**src/rtl/alloc_pkg.sv**
```systemverilog
// Shared opcodes, pointer tag masks, heap constants and pipeline types for the
// allocator front-end.
package alloc_pkg;

   typedef enum logic [1:0] {
      OP_ALLOC = 2'd0,
      OP_FREE  = 2'd1,
      OP_READ  = 2'd2,
      OP_WRITE = 2'd3
   } op_e;

   localparam logic [15:0] DIR_TAG = 16'h8000;
   localparam logic [15:0] MUT_TAG = 16'h4000;
   localparam logic [15:0] OPQ_TAG = 16'h2000;
   localparam logic [15:0] VLT_TAG = 16'h1000;

   localparam logic [15:0] UNDEF = 16'h0000;
   localparam logic [15:0] NIL   = 16'h0001;
   localparam logic [15:0] FALSE = 16'h0002;
   localparam logic [15:0] TRUE  = 16'h0003;
   localparam logic [15:0] UNIT  = 16'h0004;
   localparam logic [15:0] ZERO  = DIR_TAG;

   typedef enum logic {
      ST_RUN  = 1'b0,
      ST_HALT = 1'b1
   } state_e;

   typedef struct packed {
      logic valid;
      logic client;
      op_e  op;
   } stag_t;

   // Only mutable heap cells may be freed, read or written.
   function automatic logic ptr_ok(input op_e op, input logic [15:0] addr);
      return (op == OP_ALLOC) || ((addr & MUT_TAG) != 16'h0000);
   endfunction

endpackage

```
**src/rtl/alloc_arbiter_if.sv**
```systemverilog
// One client's request/response bundle; master is the client, slave the arbiter.
interface alloc_arbiter_if #(
   parameter int unsigned DATA_SZ = 16,
   parameter int unsigned OP_SZ   = 2
);
   logic               req_valid;
   logic [OP_SZ-1:0]   req_op;
   logic [DATA_SZ-1:0] req_addr;
   logic [DATA_SZ-1:0] req_data;
   logic               req_ready;
   logic               rsp_valid;
   logic [DATA_SZ-1:0] rsp_data;

   modport master (
      output req_valid, req_op, req_addr, req_data,
      input  req_ready, rsp_valid, rsp_data
   );

   modport slave (
      input  req_valid, req_op, req_addr, req_data,
      output req_ready, rsp_valid, rsp_data
   );
endinterface

```
**src/rtl/alloc_arbiter_rr_arb2.sv**
```systemverilog
// Two-way round-robin grant; on a tie the client that did not win last time
// is granted.
module rr_arb2 (
   input  logic       i_clk,
   input  logic       i_rst_n,
   input  logic       i_en,
   input  logic [1:0] i_req,
   output logic [1:0] o_gnt
);
   logic r_last;

   always_comb begin
      o_gnt = 2'b00;
      if (i_en) begin
         case (i_req)
            2'b01:   o_gnt = 2'b01;
            2'b10:   o_gnt = 2'b10;
            2'b11:   o_gnt = r_last ? 2'b01 : 2'b10;
            default: o_gnt = 2'b00;
         endcase
      end
   end

   always_ff @(posedge i_clk or negedge i_rst_n) begin
      if (!i_rst_n) begin
         r_last <= 1'b1;
      end else if (o_gnt != 2'b00) begin
         r_last <= o_gnt[1];
      end
   end
endmodule

```
**src/rtl/alloc_arbiter.sv**
```systemverilog
// Two-client front-end for the linked-memory allocator: round-robin serialise,
// tag pre-check, two-stage tag pipeline for response routing, sticky halt.
module alloc_arbiter
   import alloc_pkg::*;
#(
   parameter int unsigned DATA_SZ = 16,
   parameter int unsigned OP_SZ   = 2
) (
   input  logic               i_clk,
   input  logic               i_rst_n,
   alloc_arbiter_if.slave     io_c0,
   alloc_arbiter_if.slave     io_c1,
   output logic               o_mem_alloc,
   output logic [DATA_SZ-1:0] o_mem_data,
   output logic               o_mem_free,
   output logic [DATA_SZ-1:0] o_mem_addr,
   output logic               o_mem_wr,
   output logic [DATA_SZ-1:0] o_mem_waddr,
   output logic [DATA_SZ-1:0] o_mem_wdata,
   output logic               o_mem_rd,
   output logic [DATA_SZ-1:0] o_mem_raddr,
   input  logic [DATA_SZ-1:0] i_mem_addr,
   input  logic [DATA_SZ-1:0] i_mem_rdata,
   input  logic               i_mem_err,
   output logic               o_err
);
   logic [1:0]         w_gnt;
   logic               w_run, w_sel, w_bad, w_fwd;
   logic [OP_SZ-1:0]   w_op_raw;
   op_e                w_op;
   logic [DATA_SZ-1:0] w_addr, w_data, w_rsp_data;
   state_e             r_state, w_state_d;
   stag_t              r_s1, r_s2, w_s1_d, w_s2_d;
   logic [DATA_SZ-1:0] r_mem_data, r_mem_addr, r_mem_waddr, r_mem_wdata, r_mem_raddr;

   // Gating with i_rst_n keeps ready low for the whole reset cycle.
   assign w_run = (r_state == ST_RUN) && i_rst_n;

   rr_arb2 u_rr (
      .i_clk   (i_clk),
      .i_rst_n (i_rst_n),
      .i_en    (w_run),
      .i_req   ({io_c1.req_valid, io_c0.req_valid}),
      .o_gnt   (w_gnt)
   );

   assign io_c0.req_ready = w_gnt[0];
   assign io_c1.req_ready = w_gnt[1];

   always_comb begin
      w_sel     = w_gnt[1];
      w_op_raw  = w_sel ? io_c1.req_op   : io_c0.req_op;
      w_addr    = w_sel ? io_c1.req_addr : io_c0.req_addr;
      w_data    = w_sel ? io_c1.req_data : io_c0.req_data;
      w_op      = op_e'(w_op_raw);
      w_bad     = (w_gnt != 2'b00) && !ptr_ok(w_op, w_addr);
      w_fwd     = (w_gnt != 2'b00) && !w_bad;
      w_state_d = r_state;
      if ((r_state == ST_RUN) && (i_mem_err || w_bad)) begin
         w_state_d = ST_HALT;
      end
      // Entering or sitting in HALT drops every in-flight tag.
      w_s1_d        = '{valid: w_fwd && (w_state_d == ST_RUN), client: w_sel, op: w_op};
      w_s2_d        = r_s1;
      w_s2_d.valid  = r_s1.valid && (w_state_d == ST_RUN);
   end

   always_ff @(posedge i_clk or negedge i_rst_n) begin
      if (!i_rst_n) begin
         r_state     <= ST_RUN;
         r_s1        <= '{valid: 1'b0, client: 1'b0, op: OP_ALLOC};
         r_s2        <= '{valid: 1'b0, client: 1'b0, op: OP_ALLOC};
         r_mem_data  <= UNDEF;
         r_mem_addr  <= UNDEF;
         r_mem_waddr <= UNDEF;
         r_mem_wdata <= UNDEF;
         r_mem_raddr <= UNDEF;
      end else begin
         r_state <= w_state_d;
         r_s1    <= w_s1_d;
         r_s2    <= w_s2_d;
         if (w_fwd) begin
            case (w_op)
               OP_ALLOC: r_mem_data  <= w_data;
               OP_FREE:  r_mem_addr  <= w_addr;
               OP_READ:  r_mem_raddr <= w_addr;
               OP_WRITE: begin
                  r_mem_waddr <= w_addr;
                  r_mem_wdata <= w_data;
               end
               default: ;
            endcase
         end
      end
   end

   assign o_mem_alloc = r_s1.valid && (r_s1.op == OP_ALLOC);
   assign o_mem_free  = r_s1.valid && (r_s1.op == OP_FREE);
   assign o_mem_rd    = r_s1.valid && (r_s1.op == OP_READ);
   assign o_mem_wr    = r_s1.valid && (r_s1.op == OP_WRITE);
   assign o_mem_data  = r_mem_data;
   assign o_mem_addr  = r_mem_addr;
   assign o_mem_waddr = r_mem_waddr;
   assign o_mem_wdata = r_mem_wdata;
   assign o_mem_raddr = r_mem_raddr;
   assign o_err       = (r_state == ST_HALT);

   always_comb begin
      case (r_s2.op)
         OP_ALLOC: w_rsp_data = i_mem_addr;
         OP_READ:  w_rsp_data = i_mem_rdata;
         default:  w_rsp_data = UNDEF;
      endcase
   end

   assign io_c0.rsp_valid = r_s2.valid && !r_s2.client;
   assign io_c1.rsp_valid = r_s2.valid && r_s2.client;
   assign io_c0.rsp_data  = io_c0.rsp_valid ? w_rsp_data : UNDEF;
   assign io_c1.rsp_data  = io_c1.rsp_valid ? w_rsp_data : UNDEF;
endmodule
```
**src/flat_wrapper.sv**
```systemverilog
// flat-port wrapper written by rule: the top's interface ports become plain ports
module alloc_arbiter_flat import alloc_pkg::*;
#(
   parameter int unsigned DATA_SZ = 16,
   parameter int unsigned OP_SZ   = 2
)
  (i_clk, i_rst_n, o_mem_alloc, o_mem_data, o_mem_free, o_mem_addr, o_mem_wr, o_mem_waddr, o_mem_wdata, o_mem_rd, o_mem_raddr, i_mem_addr, i_mem_rdata, i_mem_err, o_err, io_c0_req_valid, io_c0_req_op, io_c0_req_addr, io_c0_req_data, io_c0_req_ready, io_c0_rsp_valid, io_c0_rsp_data, io_c1_req_valid, io_c1_req_op, io_c1_req_addr, io_c1_req_data, io_c1_req_ready, io_c1_rsp_valid, io_c1_rsp_data);
  alloc_arbiter_if #(.DATA_SZ(DATA_SZ), .OP_SZ(OP_SZ)) io_c0_i ();
  alloc_arbiter_if #(.DATA_SZ(DATA_SZ), .OP_SZ(OP_SZ)) io_c1_i ();
  input  logic i_clk;
  input  logic i_rst_n;
  output logic o_mem_alloc;
  output logic [DATA_SZ-1:0] o_mem_data;
  output logic o_mem_free;
  output logic [DATA_SZ-1:0] o_mem_addr;
  output logic o_mem_wr;
  output logic [DATA_SZ-1:0] o_mem_waddr;
  output logic [DATA_SZ-1:0] o_mem_wdata;
  output logic o_mem_rd;
  output logic [DATA_SZ-1:0] o_mem_raddr;
  input  logic [DATA_SZ-1:0] i_mem_addr;
  input  logic [DATA_SZ-1:0] i_mem_rdata;
  input  logic i_mem_err;
  output logic o_err;
  input wire logic [$bits(io_c0_i.req_valid)-1:0] io_c0_req_valid;
  input wire logic [$bits(io_c0_i.req_op)-1:0] io_c0_req_op;
  input wire logic [$bits(io_c0_i.req_addr)-1:0] io_c0_req_addr;
  input wire logic [$bits(io_c0_i.req_data)-1:0] io_c0_req_data;
  output wire logic [$bits(io_c0_i.req_ready)-1:0] io_c0_req_ready;
  output wire logic [$bits(io_c0_i.rsp_valid)-1:0] io_c0_rsp_valid;
  output wire logic [$bits(io_c0_i.rsp_data)-1:0] io_c0_rsp_data;
  input wire logic [$bits(io_c1_i.req_valid)-1:0] io_c1_req_valid;
  input wire logic [$bits(io_c1_i.req_op)-1:0] io_c1_req_op;
  input wire logic [$bits(io_c1_i.req_addr)-1:0] io_c1_req_addr;
  input wire logic [$bits(io_c1_i.req_data)-1:0] io_c1_req_data;
  output wire logic [$bits(io_c1_i.req_ready)-1:0] io_c1_req_ready;
  output wire logic [$bits(io_c1_i.rsp_valid)-1:0] io_c1_rsp_valid;
  output wire logic [$bits(io_c1_i.rsp_data)-1:0] io_c1_rsp_data;
  assign io_c0_i.req_valid = io_c0_req_valid;
  assign io_c0_i.req_op = io_c0_req_op;
  assign io_c0_i.req_addr = io_c0_req_addr;
  assign io_c0_i.req_data = io_c0_req_data;
  assign io_c0_req_ready = io_c0_i.req_ready;
  assign io_c0_rsp_valid = io_c0_i.rsp_valid;
  assign io_c0_rsp_data = io_c0_i.rsp_data;
  assign io_c1_i.req_valid = io_c1_req_valid;
  assign io_c1_i.req_op = io_c1_req_op;
  assign io_c1_i.req_addr = io_c1_req_addr;
  assign io_c1_i.req_data = io_c1_req_data;
  assign io_c1_req_ready = io_c1_i.req_ready;
  assign io_c1_rsp_valid = io_c1_i.rsp_valid;
  assign io_c1_rsp_data = io_c1_i.rsp_data;
  alloc_arbiter #(.DATA_SZ(DATA_SZ), .OP_SZ(OP_SZ)) u_core (.i_clk(i_clk), .i_rst_n(i_rst_n), .io_c0(io_c0_i), .io_c1(io_c1_i), .o_mem_alloc(o_mem_alloc), .o_mem_data(o_mem_data), .o_mem_free(o_mem_free), .o_mem_addr(o_mem_addr), .o_mem_wr(o_mem_wr), .o_mem_waddr(o_mem_waddr), .o_mem_wdata(o_mem_wdata), .o_mem_rd(o_mem_rd), .o_mem_raddr(o_mem_raddr), .i_mem_addr(i_mem_addr), .i_mem_rdata(i_mem_rdata), .i_mem_err(i_mem_err), .o_err(o_err));
endmodule
```
**config.mk**
```make
export PLATFORM = sky130hd
export DESIGN_NAME = alloc_arbiter_flat
export DESIGN_NICKNAME = d
export VERILOG_FILES = /design/src/rtl/alloc_pkg.sv /design/src/rtl/alloc_arbiter_if.sv /design/src/rtl/alloc_arbiter_rr_arb2.sv /design/src/rtl/alloc_arbiter.sv /design/src/flat_wrapper.sv
export SDC_FILE = /design/constraint.sdc
export NUM_CORES = 1
export LEC_CHECK = 0
export BUFFER_PORTS_ARGS = -buffer_cell sky130_fd_sc_hd__buf_2
export CAP_MARGIN = 40
export CORE_ASPECT_RATIO = 0.6
export CORE_MARGIN = 4
export CORE_UTILIZATION = 40
export DETAILED_ROUTE_END_ITERATION = 6
export PLACE_DENSITY = 0.73
export SLEW_MARGIN = 40
export SYNTH_ARGS = -nofsm -noshare
export SYNTH_HDL_FRONTEND = slang
export SYNTH_SLANG_ARGS = --single-unit
```
**constraint.sdc**
```tcl
create_clock -name i_clk -period 2.53 [get_ports i_clk]
set_input_delay 0.506 -clock i_clk [delete_from_list [all_inputs] [get_ports i_clk]]
set_output_delay 0.506 -clock i_clk [all_outputs]
set_load 0.01 [all_outputs]
```
==> flow_summary_export.csv, run 1 <==
group,metric,value,unit
outcome,status,"finished, final reports clean",
layout,fill_cells,849,
pwr,p_comb_share,11.8,%
route,vias_per_cell,4.90,
critical_path,cp.arrival,1.75,ns
critical_path,path_cells,"nor2b_1, buf_4, nand2_1, a21oi_1, buf_2",
clocking,htree_levels,3,
timing,period_needed,2.26,ns
clocking,cts_tree,"yes",
placed_design,dp_hpwl,9.55,mm
timing,maxSlewViolCount,0,
layout,layout_common_cells,"buf_2, mux2_2, dfrtp_1, nor2_1, mux2i_1",
pwr,leakage,3.34,nW
pwr,vdd_ir_drop_max,0.351,mV
clocking,numClockSinks,90,
route,firstDrtPassIters,4,
pwr,p_clk_share,40.0,%
pwr,pwr-share-seq,48.2,%
route,vias,3339,
yosys,synth_nets,417,
yosys,ys_warn_count,0,
route,antenna_left,0,
clocking,post_cts_buffers,0,
critical_path,cpLargestDelayFamily,"flip-flops",
global_route,grt_remaining_overflow,0,
pwr,p_sw_share,23.4,%
timing,timing.final.crit_share,89.2,%
layout,layout_commonest_cell,"buf_2",
yosys,yosysUniqueCellTypes,31,
critical_path,crit_slowest_cell,"dfrtp_1",
clocking,root_buffer,"clkbuf_16",
global_route,antenna_found_initial,0,
timing,fmax,443,MHz
layout,fin_nets,648,
clocking,clk_latency,0.33,ns
clocking,cts_resized,0,
route,routedWlPerCell,17.7,um
floorplanning,ios,226,
run,cap_violations,0,
global_route,grtUsageTotal,19.4,%
yosys,synth_cells,312,
critical_path,critical_path_class,"reg2out",
floorplanning,die_x,141,um
pwr,p_per_area,554,mW/mm^2
critical_path,critical_path.max_stage_delay,0.43,ns
floorplanning,fp.dieH,87.6,um
floorplanning,start_util,42.0,%
timing,fin_setup_tns,0,ns
floorplanning,dieArea,0.0123,sq mm
route,wl,12.1,mm
floorplanning,rows,28,
critical_path,end_kind,"output pin",
global_route,grt_max_degree,73,
clocking,cts_hold_buf,0,
yosys,synth_area_per_cell,13.5,sq um
critical_path,cp-start-kind,"flip-flop",
yosys,syn_area,0.00422,sq mm
clocking,cts_buffers,9,
route,initialDrtViolationCount,77,
pwr,p_switching,756,uW
placed_design,io_buffers,225,
timing,timing.slew.headroom,55.5,%
global_route,grt_pass1_wl,18.8,mm
timing,tightestPinTransition,0.668,ns
clocking,clk_path_buf_depth,2,
yosys,ys_seq_area_share,53.4,%
clocking,clk_pin_slew,0.06,ns
yosys,synth-seq-cells,90,
placed_design,gp_congestion,0.938,
critical_path,r2r_slack,0.39,ns
layout,diodes,0,
critical_path,crit_fanout,7,
global_route,grt_pass1_vias,3648,
layout,syn2layout_area_growth,38.0,%
floorplanning,coreArea,0.0101,sq mm
timing,hold_slack,0.165,ns
critical_path,required,2.02,ns
route,drc,0,
hold_path,hp-class,"in2async",
layout,drive_above_1_share,66.5,%
pwr,p_int,2.47,mW
timing,hold_viol,0,
timing,finalSetupViolCount,0,
critical_path,crit_buf_inv,2,
timing,rsz0062_at_grt,"false",
timing,final.setup_skew,0.00876,ns
-- power groups by stage --
stage	Combinational, mW	Sequential [mW]	Clock (mW)
final	0.381	1.55	1.29
after floorplan	0.129	1.61	0
after detailed placement	0.386	1.58	0
after global routing	0.419	1.56	1.39
after CTS	0.387	1.55	1.33
after global placement	0.372	1.58	0
-- cells in the mapped netlist --
library cell / count / area (sq um)
dfstp_2: 1 / 26.3
o41ai_4: 2 / 55.1
mux2_2: 102 / 1150
nand3_1: 1 / 5.00
and3b_1: 3 / 26.3
o21ai_2: 1 / 8.76
or2_2: 3 / 18.8
clkbuf_1: 9 / 33.8
inv_1: 2 / 7.51
nor3b_1: 1 / 7.51
buf_2: 5 / 25.0
mux2i_1: 16 / 160
o31ai_2: 1 / 12.5
nor2b_1: 2 / 12.5
inv_4: 1 / 6.26
o31ai_4: 1 / 21.3
mux2_1: 9 / 101
nand3b_1: 2 / 15.0
nor4_1: 1 / 6.26
and2_1: 1 / 6.26
or3b_2: 1 / 8.76
dfrtp_1: 89 / 2230
nor2_1: 38 / 143
and3_1: 2 / 12.5
nand2_1: 5 / 18.8
nand3_4: 1 / 17.5
a31oi_1: 1 / 6.26
a211o_1: 1 / 8.76
buf_6: 3 / 33.8
a21oi_1: 3 / 15.0
nand4_1: 4 / 25.0
-- metal layers --
metal | share of wire (%) | up-vias | global-route usage [%]
met2 | 50 | 134 | 34.9
met4 | 1.4 | 0 | 4.49
met1 | 40 | 1621 | 22.5
li1 | - | 1570 | -
met5 | 0 | - | 0
met3 | 8.6 | 14 | 6.93
-- flip-flops by register name, indices dropped and copies added, names as in the netlist --
signal,flops
u_core.r_s2,4
u_core.o_mem_raddr,16
u_core.o_mem_data,16
u_core.o_mem_wdata,16
u_core.r_s1,4
u_core.o_mem_addr,16
u_core.u_rr.r_last,1
u_core.o_mem_waddr,16
u_core.o_err,1
-- through the flow --
| step | util (%) | area (sq um) | total power [mW] | setup WS, ns | cells |
|---|---|---|---|---|---|
| 5_1_grt | 57.9 | 5830 | 3.37 | 0.203 | 682 |
| 6_report | 57.9 | 5830 | 3.23 | 0.273 | 682 |
| 4_1_cts | 57.9 | 5830 | 3.28 | 0.298 | 682 |
| 3_3_place_gp | 55.1 | 5540 | 1.95 | 0.274 | 667 |
| 3_5_place_dp | 55.1 | 5540 | 1.97 | 0.190 | 667 |
| 2_1_floorplan | - | 4220 | 1.74 | 0.418 | 312 |
-- path summary, 6_finish.rpt --
| kind | cells past startpoint | endpoint | start |
|---|---|---|---|
| min | 2 | u_core.o_mem_waddr[8]$_DFFE_PN0P_ | i_rst_n |
| max in group asynchronous | 3 | u_core.o_mem_waddr[0]$_DFFE_PN0P_ | i_rst_n |
| min reg2reg | 0 | u_core.r_s2[2]$_DFF_PN0_ | u_core.r_s1[2]$_DFF_PN0_ |
| min in group i_clk | 0 | u_core.r_s2[2]$_DFF_PN0_ | u_core.r_s1[2]$_DFF_PN0_ |
| max | 5 | io_c0_req_ready | u_core.o_err$_DFF_PN0_ |
| max reg2reg | 5 | u_core.o_mem_raddr[3]$_DFFE_PN0P_ | u_core.o_err$_DFF_PN0_ |
-- cells by family after synthesis --
family | synth area share [%]
AO/OA/AOI/OAI | 3.02
flip-flops | 53.4
buffers and inverters | 2.52
AND/OR/NAND/NOR | 7.65
multiplexers | 33.4
-- layout make-up --
type	instances	area [sq um]	area share, %
Sequential cell	90	2250	38.7
Multi-Input combinational cell	202	1870	32.1
Timing Repair Buffer	237	1230	21.2
Clock buffer	11	233	3.99
Tap cell	135	169	2.90
Clock inverter	4	52.6	0.902
Inverter	3	13.8	0.236
(Power assumes the default switching activity.)
==> inputs of run 2 (changes only) <==
Clock period 2.53 ns to 2.3 ns, I/O delays scaled along.
==> run 2 against run 1 <==
Sequential cell count is the same. Power is 16% higher. Clock skew decreased by 0.0034 ns. Worst setup slack worse by 0.15 ns. Die area unchanged. Register-to-register slack worse by 0.12 ns. Design area up 1.9%. Hold slack lost 0.055 ns. Utilization up 1.1 points. Largest power group unchanged.
==> flow_summary_export.csv, run 2 (same netlist as run 1, synthesis figures left out) <==
group,metric,value,unit
timing,period_needed,2.18,ns
floorplanning,rows,28,
hold_path,hp-class,"in2async",
route,antenna_left,0,
layout,layout_common_cells,"buf_2, mux2_2, dfrtp_1, nor2_1, mux2i_1",
clocking,cts_hold_buf,0,
layout,layout_commonest_cell,"buf_2",
floorplanning,start_util,42.0,%
floorplanning,fp.dieH,87.6,um
run,cap_violations,0,
timing,tightestPinTransition,0.675,ns
global_route,grt_remaining_overflow,0,
clocking,clk_pin_slew,0.06,ns
timing,maxSlewViolCount,0,
pwr,vdd_ir_drop_max,0.514,mV
route,wl,12.4,mm
route,vias,3406,
critical_path,required,1.84,ns
critical_path,cpLargestDelayFamily,"simple AND/OR/NAND/NOR gates",
timing,final.setup_skew,0.00531,ns
critical_path,critical_path.max_stage_delay,0.65,ns
floorplanning,dieArea,0.0123,sq mm
global_route,grt_pass1_vias,3569,
layout,syn2layout_area_growth,40.6,%
route,initialDrtViolationCount,71,
critical_path,crit_slowest_cell,"or3b_2",
timing,timing.slew.headroom,55.0,%
placed_design,pre_cts_slack,0.117,ns
floorplanning,coreArea,0.0101,sq mm
route,firstDrtPassIters,4,
floorplanning,die_x,141,um
timing,fin_ws,0.122,ns
layout,drive_above_1_share,66.9,%
layout,fin_nets,650,
clocking,clk_latency,0.34,ns
critical_path,crit_buf_inv,1,
placed_design,io_buffers,225,
route,routedWlPerCell,18.1,um
global_route,grt_max_degree,73,
global_route,grt_pass1_wl,19.3,mm
critical_path,cp-start-kind,"flip-flop",
route,drc,0,
outcome,status,"finished, final reports clean",
route,vias_per_cell,4.97,
timing,hold_viol,0,
layout,final_area,0.00593,sq mm
clocking,cts_buffers,9,
timing,timing.final.crit_share,94.7,%
timing,finalSetupViolCount,0,
timing,rsz0062_at_grt,"false",
clocking,clk_path_buf_depth,2,
critical_path,path_cells,"or3b_2, nor2_1, buf_2",
clocking,numClockSinks,90,
clocking,cts_tree,"yes",
critical_path,critical_path_class,"reg2out",
global_route,antenna_found_initial,0,
critical_path,end_kind,"output pin",
critical_path,crit_fanout,16,
clocking,htree_levels,3,
critical_path,cp.arrival,1.72,ns
global_route,grtUsageTotal,20.1,%
placed_design,dp_hpwl,9.68,mm
pwr,leakage,3.38,nW
clocking,root_buffer,"clkbuf_16",
layout,diodes,0,
placed_design,placement.cell_area,0.00560,sq mm
timing,fin_setup_tns,0,ns
timing,fmax,459,MHz
placed_design,gp_congestion,0.944,
pwr,p_per_area,630,mW/mm^2
floorplanning,ios,226,
[run 2: routing by layer]
| metal | track usage, % | wire (um) |
|---|---|---|
| met5 | 0 | 0 |
| met4 | 4.75 | 137 |
| met3 | 7.69 | 1140 |
| met2 | 34.8 | 6070 |
| met1 | 24.3 | 5070 |
[run 2: final timing paths]
check	slack, ns	from	to	cells after the start
min in group i_clk	0.32	i_mem_err	u_core.r_s1[3]$_DFF_PN0_	2
max in group asynchronous	1.25	i_rst_n	u_core.o_mem_raddr[4]$_DFFE_PN0P_	3
setup reg to reg	0.27	u_core.u_rr.r_last$_DFFE_PN1P_	u_core.o_mem_raddr[4]$_DFFE_PN0P_	6
setup / recovery	0.12	u_core.r_s2[2]$_DFF_PN0_	io_c0_rsp_data[5]	3
hold reg to reg	0.38	u_core.r_s1[2]$_DFF_PN0_	u_core.r_s2[2]$_DFF_PN0_	0
hold / removal	0.11	i_rst_n	u_core.o_mem_raddr[6]$_DFFE_PN0P_	2
[run 2: repair_timing]
action / in CTS / in global routing
setup endpoints to repair: 0 / 1
buffers inserted: 0 / 1
gates resized for setup: 0 / 0
[run 2: final cells by class]
| cell class | count | area, sq um |
|---|---|---|
| flip-flops and latches | 90 | 2250 |
| inverters | 3 | 13.8 |
| multi-input cells | 202 | 1870 |
| well taps | 135 | 169 |
| clock inverters | 5 | 86.3 |
| repair buffers | 239 | 1300 |
| fillers | 851 | 4120 |
| clock buffers | 11 | 243 |
[run 2: through the flow]
step           hold WS (ns)  util (%)  total power [mW]  cells
6_report              0.110      59.0              3.74    685
5_1_grt               0.116      59.0              3.91    685
4_1_cts               0.110      58.9              3.78    684
3_5_place_dp          0.358      55.7              2.17    668
3_3_place_gp          0.364      55.6              2.15    668
2_1_floorplan         0.164         -              1.91    312
[run 2: where the power goes]
part | internal [mW] | switching [mW] | leakage [nW]
clock network | 0.990 | 0.616 | 0.160
logic | 0.211 | 0.210 | 2.00
registers | 1.67 | 0.0448 | 1.22
